--- src/rtl/elevator_pkg.sv ---
// Shared types for the elevator call scheduler and the stepper-motor driver.
package elevator_pkg;

    typedef enum logic [1:0] {
        IDLE,
        ISSUE,
        MOVING,
        DOOR_OPEN
    } state_t;

    localparam logic DIR_UP   = 1'b0;
    localparam logic DIR_DOWN = 1'b1;

    localparam int FLOOR_W_DEFAULT = 2;
    typedef logic [FLOOR_W_DEFAULT-1:0] floor_t;

endpackage

--- src/rtl/elevator_call_scheduler_if.sv ---
// Move-command handshake between the call scheduler (master) and the motor driver (slave).
interface elevator_call_scheduler_if #(
    parameter int FLOOR_W = 2
) ();
    logic               cmd_valid;
    logic               cmd_ready;
    logic [FLOOR_W-1:0] cmd_target;
    logic               cmd_dir;
    logic [FLOOR_W-1:0] cmd_dist;
    logic               motor_done;

    modport master (
        output cmd_valid, cmd_target, cmd_dir, cmd_dist,
        input  cmd_ready, motor_done
    );

    modport slave (
        input  cmd_valid, cmd_target, cmd_dir, cmd_dist,
        output cmd_ready, motor_done
    );
endinterface

--- src/rtl/elevator_target_sel.sv ---
// Combinational SCAN selector: nearest pending floor ahead in dir, else nearest behind with dir reversed.
module elevator_target_sel
    import elevator_pkg::*;
#(
    parameter int N_FLOORS = 4,
    parameter int FLOOR_W  = 2
) (
    input  logic [N_FLOORS-1:0] pending,
    input  logic [FLOOR_W-1:0]  current_floor,
    input  logic                dir,
    output logic                found,
    output logic [FLOOR_W-1:0]  target,
    output logic                new_dir
);

    logic               up_found;
    logic               dn_found;
    logic [FLOOR_W-1:0] up_idx;
    logic [FLOOR_W-1:0] dn_idx;

    // Descending scan leaves the lowest floor above; ascending scan leaves the highest floor below.
    always_comb begin
        up_found = 1'b0;
        dn_found = 1'b0;
        up_idx   = '0;
        dn_idx   = '0;
        for (int i = N_FLOORS - 1; i >= 0; i--) begin
            if (pending[i] && (i > int'(current_floor))) begin
                up_found = 1'b1;
                up_idx   = FLOOR_W'(i);
            end
        end
        for (int i = 0; i < N_FLOORS; i++) begin
            if (pending[i] && (i < int'(current_floor))) begin
                dn_found = 1'b1;
                dn_idx   = FLOOR_W'(i);
            end
        end
    end

    always_comb begin
        found   = up_found | dn_found;
        target  = '0;
        new_dir = dir;
        if (dir == DIR_UP) begin
            if (up_found) begin
                target  = up_idx;
                new_dir = DIR_UP;
            end else if (dn_found) begin
                target  = dn_idx;
                new_dir = DIR_DOWN;
            end
        end else begin
            if (dn_found) begin
                target  = dn_idx;
                new_dir = DIR_DOWN;
            end else if (up_found) begin
                target  = up_idx;
                new_dir = DIR_UP;
            end
        end
    end

endmodule

--- src/rtl/elevator_call_scheduler.sv ---
// Elevator call scheduler: latches floor calls, issues SCAN-ordered moves, holds a door dwell.
// Optional macro ELEV_DOOR_HOLD_EN adds a door_hold input that keeps the door open while high.
module elevator_call_scheduler
    import elevator_pkg::*;
#(
    parameter int N_FLOORS       = 4,
    parameter int FLOOR_W        = 2,
    parameter int DOOR_DWELL_CYC = 100_000_000
) (
    input  logic                clk,
    input  logic                reset_p,
    input  logic [N_FLOORS-1:0] call_pe,
`ifdef ELEV_DOOR_HOLD_EN
    input  logic                door_hold,
`endif
    elevator_call_scheduler_if.master cmd,
    output logic [FLOOR_W-1:0]  current_floor,
    output logic [N_FLOORS-1:0] pending,
    output logic                moving,
    output logic                door_open
);

    localparam int DWELL_W = $clog2(DOOR_DWELL_CYC + 1);
    localparam logic [DWELL_W-1:0] DWELL_LOAD = DWELL_W'(DOOR_DWELL_CYC - 1);

    state_t              state_q, state_d;
    logic [FLOOR_W-1:0]  floor_q, floor_d;
    logic                dir_q, dir_d;
    logic [N_FLOORS-1:0] pending_q, pending_d;
    logic [DWELL_W-1:0]  dwell_q, dwell_d;
    logic                valid_q, valid_d;
    logic [FLOOR_W-1:0]  target_q, target_d;
    logic                cmddir_q, cmddir_d;
    logic [FLOOR_W-1:0]  dist_q, dist_d;
    logic                moving_q, moving_d;
    logic                door_q, door_d;

    logic                sel_found;
    logic [FLOOR_W-1:0]  sel_target;
    logic                sel_dir;
    logic [FLOOR_W-1:0]  sel_dist;
    logic [N_FLOORS-1:0] cur_mask;
    logic [N_FLOORS-1:0] tgt_mask;
    logic                cur_call;
    logic                hold;
    logic                dwell_reload;

`ifdef ELEV_DOOR_HOLD_EN
    assign hold = door_hold;
`else
    assign hold = 1'b0;
`endif

    elevator_target_sel #(
        .N_FLOORS (N_FLOORS),
        .FLOOR_W  (FLOOR_W)
    ) u_target_sel (
        .pending       (pending_q),
        .current_floor (floor_q),
        .dir           (dir_q),
        .found         (sel_found),
        .target        (sel_target),
        .new_dir       (sel_dir)
    );

    // One-hot masks avoid indexing past N_FLOORS when the floor width has spare codes.
    assign cur_mask     = N_FLOORS'(1) << floor_q;
    assign tgt_mask     = N_FLOORS'(1) << target_q;
    assign cur_call     = |(call_pe & cur_mask);
    assign dwell_reload = (state_q == DOOR_OPEN) && (cur_call || hold);
    assign sel_dist     = (sel_dir == DIR_UP) ? (sel_target - floor_q) : (floor_q - sel_target);

    always_ff @(posedge clk or posedge reset_p) begin
        if (reset_p) begin
            state_q   <= IDLE;
            floor_q   <= '0;
            dir_q     <= DIR_UP;
            pending_q <= '0;
            dwell_q   <= '0;
            valid_q   <= 1'b0;
            target_q  <= '0;
            cmddir_q  <= 1'b0;
            dist_q    <= '0;
            moving_q  <= 1'b0;
            door_q    <= 1'b0;
        end else begin
            state_q   <= state_d;
            floor_q   <= floor_d;
            dir_q     <= dir_d;
            pending_q <= pending_d;
            dwell_q   <= dwell_d;
            valid_q   <= valid_d;
            target_q  <= target_d;
            cmddir_q  <= cmddir_d;
            dist_q    <= dist_d;
            moving_q  <= moving_d;
            door_q    <= door_d;
        end
    end

    // A call for the floor the car is parked at opens the door instead of issuing a move.
    always_comb begin
        state_d = state_q;
        case (state_q)
            IDLE: begin
                if (cur_call) begin
                    state_d = DOOR_OPEN;
                end else if (sel_found) begin
                    state_d = ISSUE;
                end
            end
            ISSUE: begin
                if (cmd.cmd_ready) begin
                    state_d = MOVING;
                end
            end
            MOVING: begin
                if (cmd.motor_done) begin
                    state_d = DOOR_OPEN;
                end
            end
            DOOR_OPEN: begin
                if (!dwell_reload && (dwell_q == '0)) begin
                    state_d = IDLE;
                end
            end
            default: state_d = IDLE;
        endcase
    end

    always_comb begin
        floor_d   = floor_q;
        dir_d     = dir_q;
        pending_d = pending_q | call_pe;
        dwell_d   = dwell_q;
        target_d  = target_q;
        cmddir_d  = cmddir_q;
        dist_d    = dist_q;
        case (state_q)
            IDLE: begin
                pending_d = pending_q | (call_pe & ~cur_mask);
                if (cur_call) begin
                    dwell_d = DWELL_LOAD;
                end else if (sel_found) begin
                    target_d = sel_target;
                    cmddir_d = sel_dir;
                    dir_d    = sel_dir;
                    dist_d   = sel_dist;
                end
            end
            MOVING: begin
                if (cmd.motor_done) begin
                    floor_d   = target_q;
                    pending_d = (pending_q | call_pe) & ~tgt_mask;
                    dwell_d   = DWELL_LOAD;
                end
            end
            DOOR_OPEN: begin
                pending_d = pending_q | (call_pe & ~cur_mask);
                if (dwell_reload) begin
                    dwell_d = DWELL_LOAD;
                end else if (dwell_q != '0) begin
                    dwell_d = dwell_q - 1'b1;
                end
            end
            default: ;
        endcase
        valid_d  = (state_d == ISSUE);
        moving_d = (state_d == MOVING);
        door_d   = (state_d == DOOR_OPEN);
    end

    assign cmd.cmd_valid  = valid_q;
    assign cmd.cmd_target = target_q;
    assign cmd.cmd_dir    = cmddir_q;
    assign cmd.cmd_dist   = dist_q;
    assign current_floor  = floor_q;
    assign pending        = pending_q;
    assign moving         = moving_q;
    assign door_open      = door_q;

endmodule

--- src/flat_wrapper.sv ---
// flat-port wrapper written by rule: the top's interface ports become plain ports
module elevator_call_scheduler_flat import elevator_pkg::*;
#(
    parameter int N_FLOORS       = 4,
    parameter int FLOOR_W        = 2,
    parameter int DOOR_DWELL_CYC = 100_000_000
)
  (clk, reset_p, call_pe, current_floor, pending, moving, door_open, cmd_cmd_valid, cmd_cmd_target, cmd_cmd_dir, cmd_cmd_dist, cmd_cmd_ready, cmd_motor_done);
  elevator_call_scheduler_if #(.FLOOR_W(FLOOR_W)) cmd_i ();
  input  logic clk;
  input  logic reset_p;
  input  logic [N_FLOORS-1:0] call_pe;
  output logic [FLOOR_W-1:0] current_floor;
  output logic [N_FLOORS-1:0] pending;
  output logic moving;
  output logic door_open;
  output wire logic [$bits(cmd_i.cmd_valid)-1:0] cmd_cmd_valid;
  output wire logic [$bits(cmd_i.cmd_target)-1:0] cmd_cmd_target;
  output wire logic [$bits(cmd_i.cmd_dir)-1:0] cmd_cmd_dir;
  output wire logic [$bits(cmd_i.cmd_dist)-1:0] cmd_cmd_dist;
  input wire logic [$bits(cmd_i.cmd_ready)-1:0] cmd_cmd_ready;
  input wire logic [$bits(cmd_i.motor_done)-1:0] cmd_motor_done;
  assign cmd_cmd_valid = cmd_i.cmd_valid;
  assign cmd_cmd_target = cmd_i.cmd_target;
  assign cmd_cmd_dir = cmd_i.cmd_dir;
  assign cmd_cmd_dist = cmd_i.cmd_dist;
  assign cmd_i.cmd_ready = cmd_cmd_ready;
  assign cmd_i.motor_done = cmd_motor_done;
  elevator_call_scheduler #(.N_FLOORS(N_FLOORS), .FLOOR_W(FLOOR_W), .DOOR_DWELL_CYC(DOOR_DWELL_CYC)) u_core (.clk(clk), .reset_p(reset_p), .call_pe(call_pe), .cmd(cmd_i), .current_floor(current_floor), .pending(pending), .moving(moving), .door_open(door_open));
endmodule
--- config.mk ---
export PLATFORM = sky130hd
export DESIGN_NAME = elevator_call_scheduler_flat
export DESIGN_NICKNAME = d
export VERILOG_FILES = /design/src/rtl/elevator_pkg.sv /design/src/rtl/elevator_call_scheduler_if.sv /design/src/rtl/elevator_target_sel.sv /design/src/rtl/elevator_call_scheduler.sv /design/src/flat_wrapper.sv
export SDC_FILE = /design/constraint.sdc
export NUM_CORES = 1
export LEC_CHECK = 0
export CORE_UTILIZATION = 58
export CTS_CLUSTER_DIAMETER = 80
export DETAILED_ROUTE_END_ITERATION = 8
export GPL_ROUTABILITY_DRIVEN = 0
export HOLD_SLACK_MARGIN = 0.15
export PLACE_DENSITY = 0.81
export RECOVER_POWER = 25
export SYNTH_ARGS = -nofsm -noshare
export SYNTH_HDL_FRONTEND = slang
export SYNTH_SLANG_ARGS = --single-unit
export TNS_END_PERCENT = 30
--- constraint.sdc ---
create_clock -name clk -period 3.5 [get_ports clk]
set_input_delay 1.05 -clock clk [delete_from_list [all_inputs] [get_ports clk]]
set_output_delay 1.05 -clock clk [all_outputs]
set_load 0.02 [all_outputs]
==> results.json <==
{
  "gr-usage-all-layers_pct": 25.9,
  "synthToLayoutAreaGrowth_pct": 16.8,
  "die_w_um": 69.1,
  "cts_tree": "done",
  "finalClockSkew_ps": 13.7,
  "worstSkewPairLatency_ps": 300,
  "synth_warnings": 0,
  "dp_hpwl_um": 4070,
  "rsz0062_at_grt": "false",
  "cp_slowest_stage_delay_ps": 540,
  "yosys_most_used_dff": "dfrtp_1",
  "hold_path_class": "reg -> reg",
  "synth.distinct_cells": 61,
  "io_pins": 22,
  "post-place-ws_ps": 98.3,
  "drcViolationCount": 0,
  "postCtsSetupBuffers": 0,
  "multi_input_area_um2": 1440,
  "worst_slack_ps": 371,
  "period_minus_slack_ps": 3130,
  "yosys.area.top_type": "dfrtp_1",
  "setup_tns_ps": 0,
  "clock-sinks": 43,
  "avgSynthCellArea_um2": 9.37,
  "hold_buffers": 0,
  "cts_max_level": 2,
  "syn_inst": 279,
  "die_height_um": 69.1,
  "routed_wirelength_um": 5760,
  "yosys-top-cells-area": "dfrtp_1, xnor2_1, ha_1",
  "yosysTopAreaCellShare_pct": 41.2,
  "layout-drive-gt1-share_pct": 13.1,
  "min_period_over_period_pct": 89.4,
  "coreArea_um2": 4350,
  "slew_headroom_pct": 14.1,
  "drt-wirelength-per-cell_um": 15.8,
  "finalSetupViolCount": 0,
  "fillCellCount": 352,
  "cts_resized": 0,
  "regArea_um2": 1080,
  "antenna_cells": 0,
  "critPathLaunchType": "input pin",
  "drv_cap": 0,
  "place_area_um2": 2940,
  "cts_max_path_buffers": 2,
  "drt_iter0_markers": 174,
  "overflow": 0,
  "viasPerCell": 5.97,
  "num_vias": 2174,
  "crit_arrival_ps": 3280,
  "p_leak_nw": 1.19,
  "report.final.hold_viol_count": 0,
  "ys_seq_elements": 43,
  "synth-async-reset-ratio_pct": 100,
  "status": "completed",
  "max_freq_mhz": 320,
  "cp_top_family": "simple AND/OR/NAND/NOR gates",
  "syn-num-nets": 295,
  "ir_worst_vdd_mv": 0.462,
  "path_max_fanout": 8,
  "numCtsBuffers": 5,
  "whs_ps": 479,
  "synth-edff-count": 0,
  "powerDensity_nw_per_um2": 797,
  "antenna_found_initial": 0,
  "finalInstanceArea_um2": 3050,
  "slew_viol_final": 0,
  "grt_pass1_vias": 2176,
  "port_buffers": 21,
  "crit_slowest_cell": "or4_1",
  "clock-root-buffer": "clkbuf_8",
  "seq_area_frac_synth_pct": 41.2,
  "dieArea_um2": 4780,
  "postRouteAntennaNets": 0,
  "start_util_pct": 60.0,
  "drtPass1Iterations": 4,
  "endpoint_kind": "register",
  "crit_type": "in -> reg",
  "reg2reg_slack_ps": 680,
  "final_core_util_pct": 70.1,
  "rows": 24,
  "crit_path_cell_trace": "clkdlybuf4s50_1, mux4_2, o221ai_1, buf_4, or4_1, nor4_1, xnor2_1, nor2_1",
  "final_net_count": 327,
  "grt_pass1_wl_um": 9920,
  "synthesis.area_um2": 2610,
  "grt_max_degree": 26,
  "cts.clk_slew.worst_paths_ps": 80,
  "worst_ep_required_time_ps": 3650,
  "tightest_slew_ps": 1290,
  "critPathBufInv": 2
}
==> cell usage in the layout, fill, tap and decap left out, types with 7 or more instances in the layout <==
cell type        Yosys  layout
nor2b_1              7       7
nor4_1              11      11
nand3_1              8       8
ha_1                 8       8
o21ai_0             13      13
a21oi_1             12      12
buf_4                0      12
nor3_1              10      10
xnor2_1             14      14
clkdlybuf4s50_1      0      19
inv_1               16      15
dfrtp_1             43      43
nand2_1             20      20
nor2_1              25      25
==> state kept, by name, summed over array words and instances (netlist names) <==
| register | cells |
|---|---|
| u_core.dir_q | 1 |
| u_core.state_q | 2 |
| u_core.cmd.cmd_dist | 2 |
| u_core.dwell_q | 27 |
| u_core.moving | 1 |
| u_core.current_floor | 2 |
| u_core.door_open | 1 |
| u_core.cmd.cmd_valid | 1 |
| u_core.cmd.cmd_target | 2 |
| u_core.pending | 4 |
==> tightest hold or removal path, delay by kind of cell (launching register included) <==
| family | cells | cell delay (ps) |
|---|---|---|
| DFF | 1 | 350 |
| and+or+nand+nor | 2 | 100 |
==> cell families (layout without fill, tap and decap cells) <==
kind of cell | Yosys count | count (layout) | synth area share, %
DFF | 43 | 43 | 41.2
adders and majority gates | 8 | 8 | 3.83
AOI/OAI and AO/OA | 61 | 61 | 15.5
xor gates and xnor gates | 17 | 17 | 5.70
buffers and inverters | 25 | 58 | 3.93
muxes | 4 | 4 | 2.11
and+or+nand+nor | 121 | 121 | 27.8
==> where the power goes <==
group          total (W)  internal [W]  leakage, nW  switching [W]
Sequential      0.000743      0.000594        0.475       0.000149
Clock           0.000386      0.000212       0.0581       0.000173
Combinational    0.00130      0.000554        0.660       0.000750
Total            0.00243       0.00136         1.19        0.00107
==> area by class of cell <==
cell class                      instances  area share (%)
Multi-Input combinational cell        211            47.0
Tap cell                               52            2.13
Timing Repair Buffer                   34            9.96
Inverter                               16            1.97
Clock inverter                          3            1.43
Sequential cell                        43            35.2
Clock buffer                            5            2.25
==> per-stage QoR <==
stage                     power, W  instances
after floorplan            0.00158        279
after global placement     0.00201        356
after detailed placement   0.00204        356
after CTS                  0.00243        364
after global routing       0.00261        364
final                      0.00243        364
==> worst paths after layout <==
kind	start	to	cells past startpoint
worst min register to register	u_core.dwell_q[26]$_DFFE_PP0P_	u_core.dwell_q[26]$_DFFE_PP0P_	2
worst max-delay path	call_pe[1]	u_core.dwell_q[12]$_DFFE_PP0P_	8
worst max register to register	u_core.dwell_q[20]$_DFFE_PP0P_	u_core.moving$_DFF_PP0_	6
min in group asynchronous	reset_p	u_core.dir_q$_DFFE_PP0P_	2
worst min-delay path	u_core.dwell_q[26]$_DFFE_PP0P_	u_core.dwell_q[26]$_DFFE_PP0P_	2
max in group asynchronous	reset_p	u_core.dwell_q[7]$_DFFE_PP0P_	3
==> layer usage <==
layer  global-route usage (%)  vias up  share of wire, %
met3                     4.68        4               3.4
met5                        0        -                 0
li1                         -     1081                 -
met2                     42.4       42                50
met1                     34.4     1047                46
met4                     9.30        0              0.66
==> synthesized netlist by cell type (2+ instances only) <==
master / n
a21oi_1: 12
a22oi_1: 3
a31oi_1: 6
and3_1: 2
clkbuf_1: 7
dfrtp_1: 43
ha_1: 8
inv_1: 16
mux2_2: 2
nand2_1: 20
nand2b_1: 3
nand3_1: 8
nand3b_1: 2
nor2_1: 25
nor2b_1: 7
nor3_1: 10
nor3b_1: 2
nor4_1: 11
nor4_4: 2
o21ai_0: 13
o21bai_1: 3
o22a_1: 2
o22ai_1: 2
o2bb2ai_1: 3
o31ai_1: 2
or2_2: 3
or3_1: 6
or4_1: 3
or4_4: 6
xnor2_1: 14
xor2_1: 3
No activity file was read; power rests on OpenSTA's default activity.
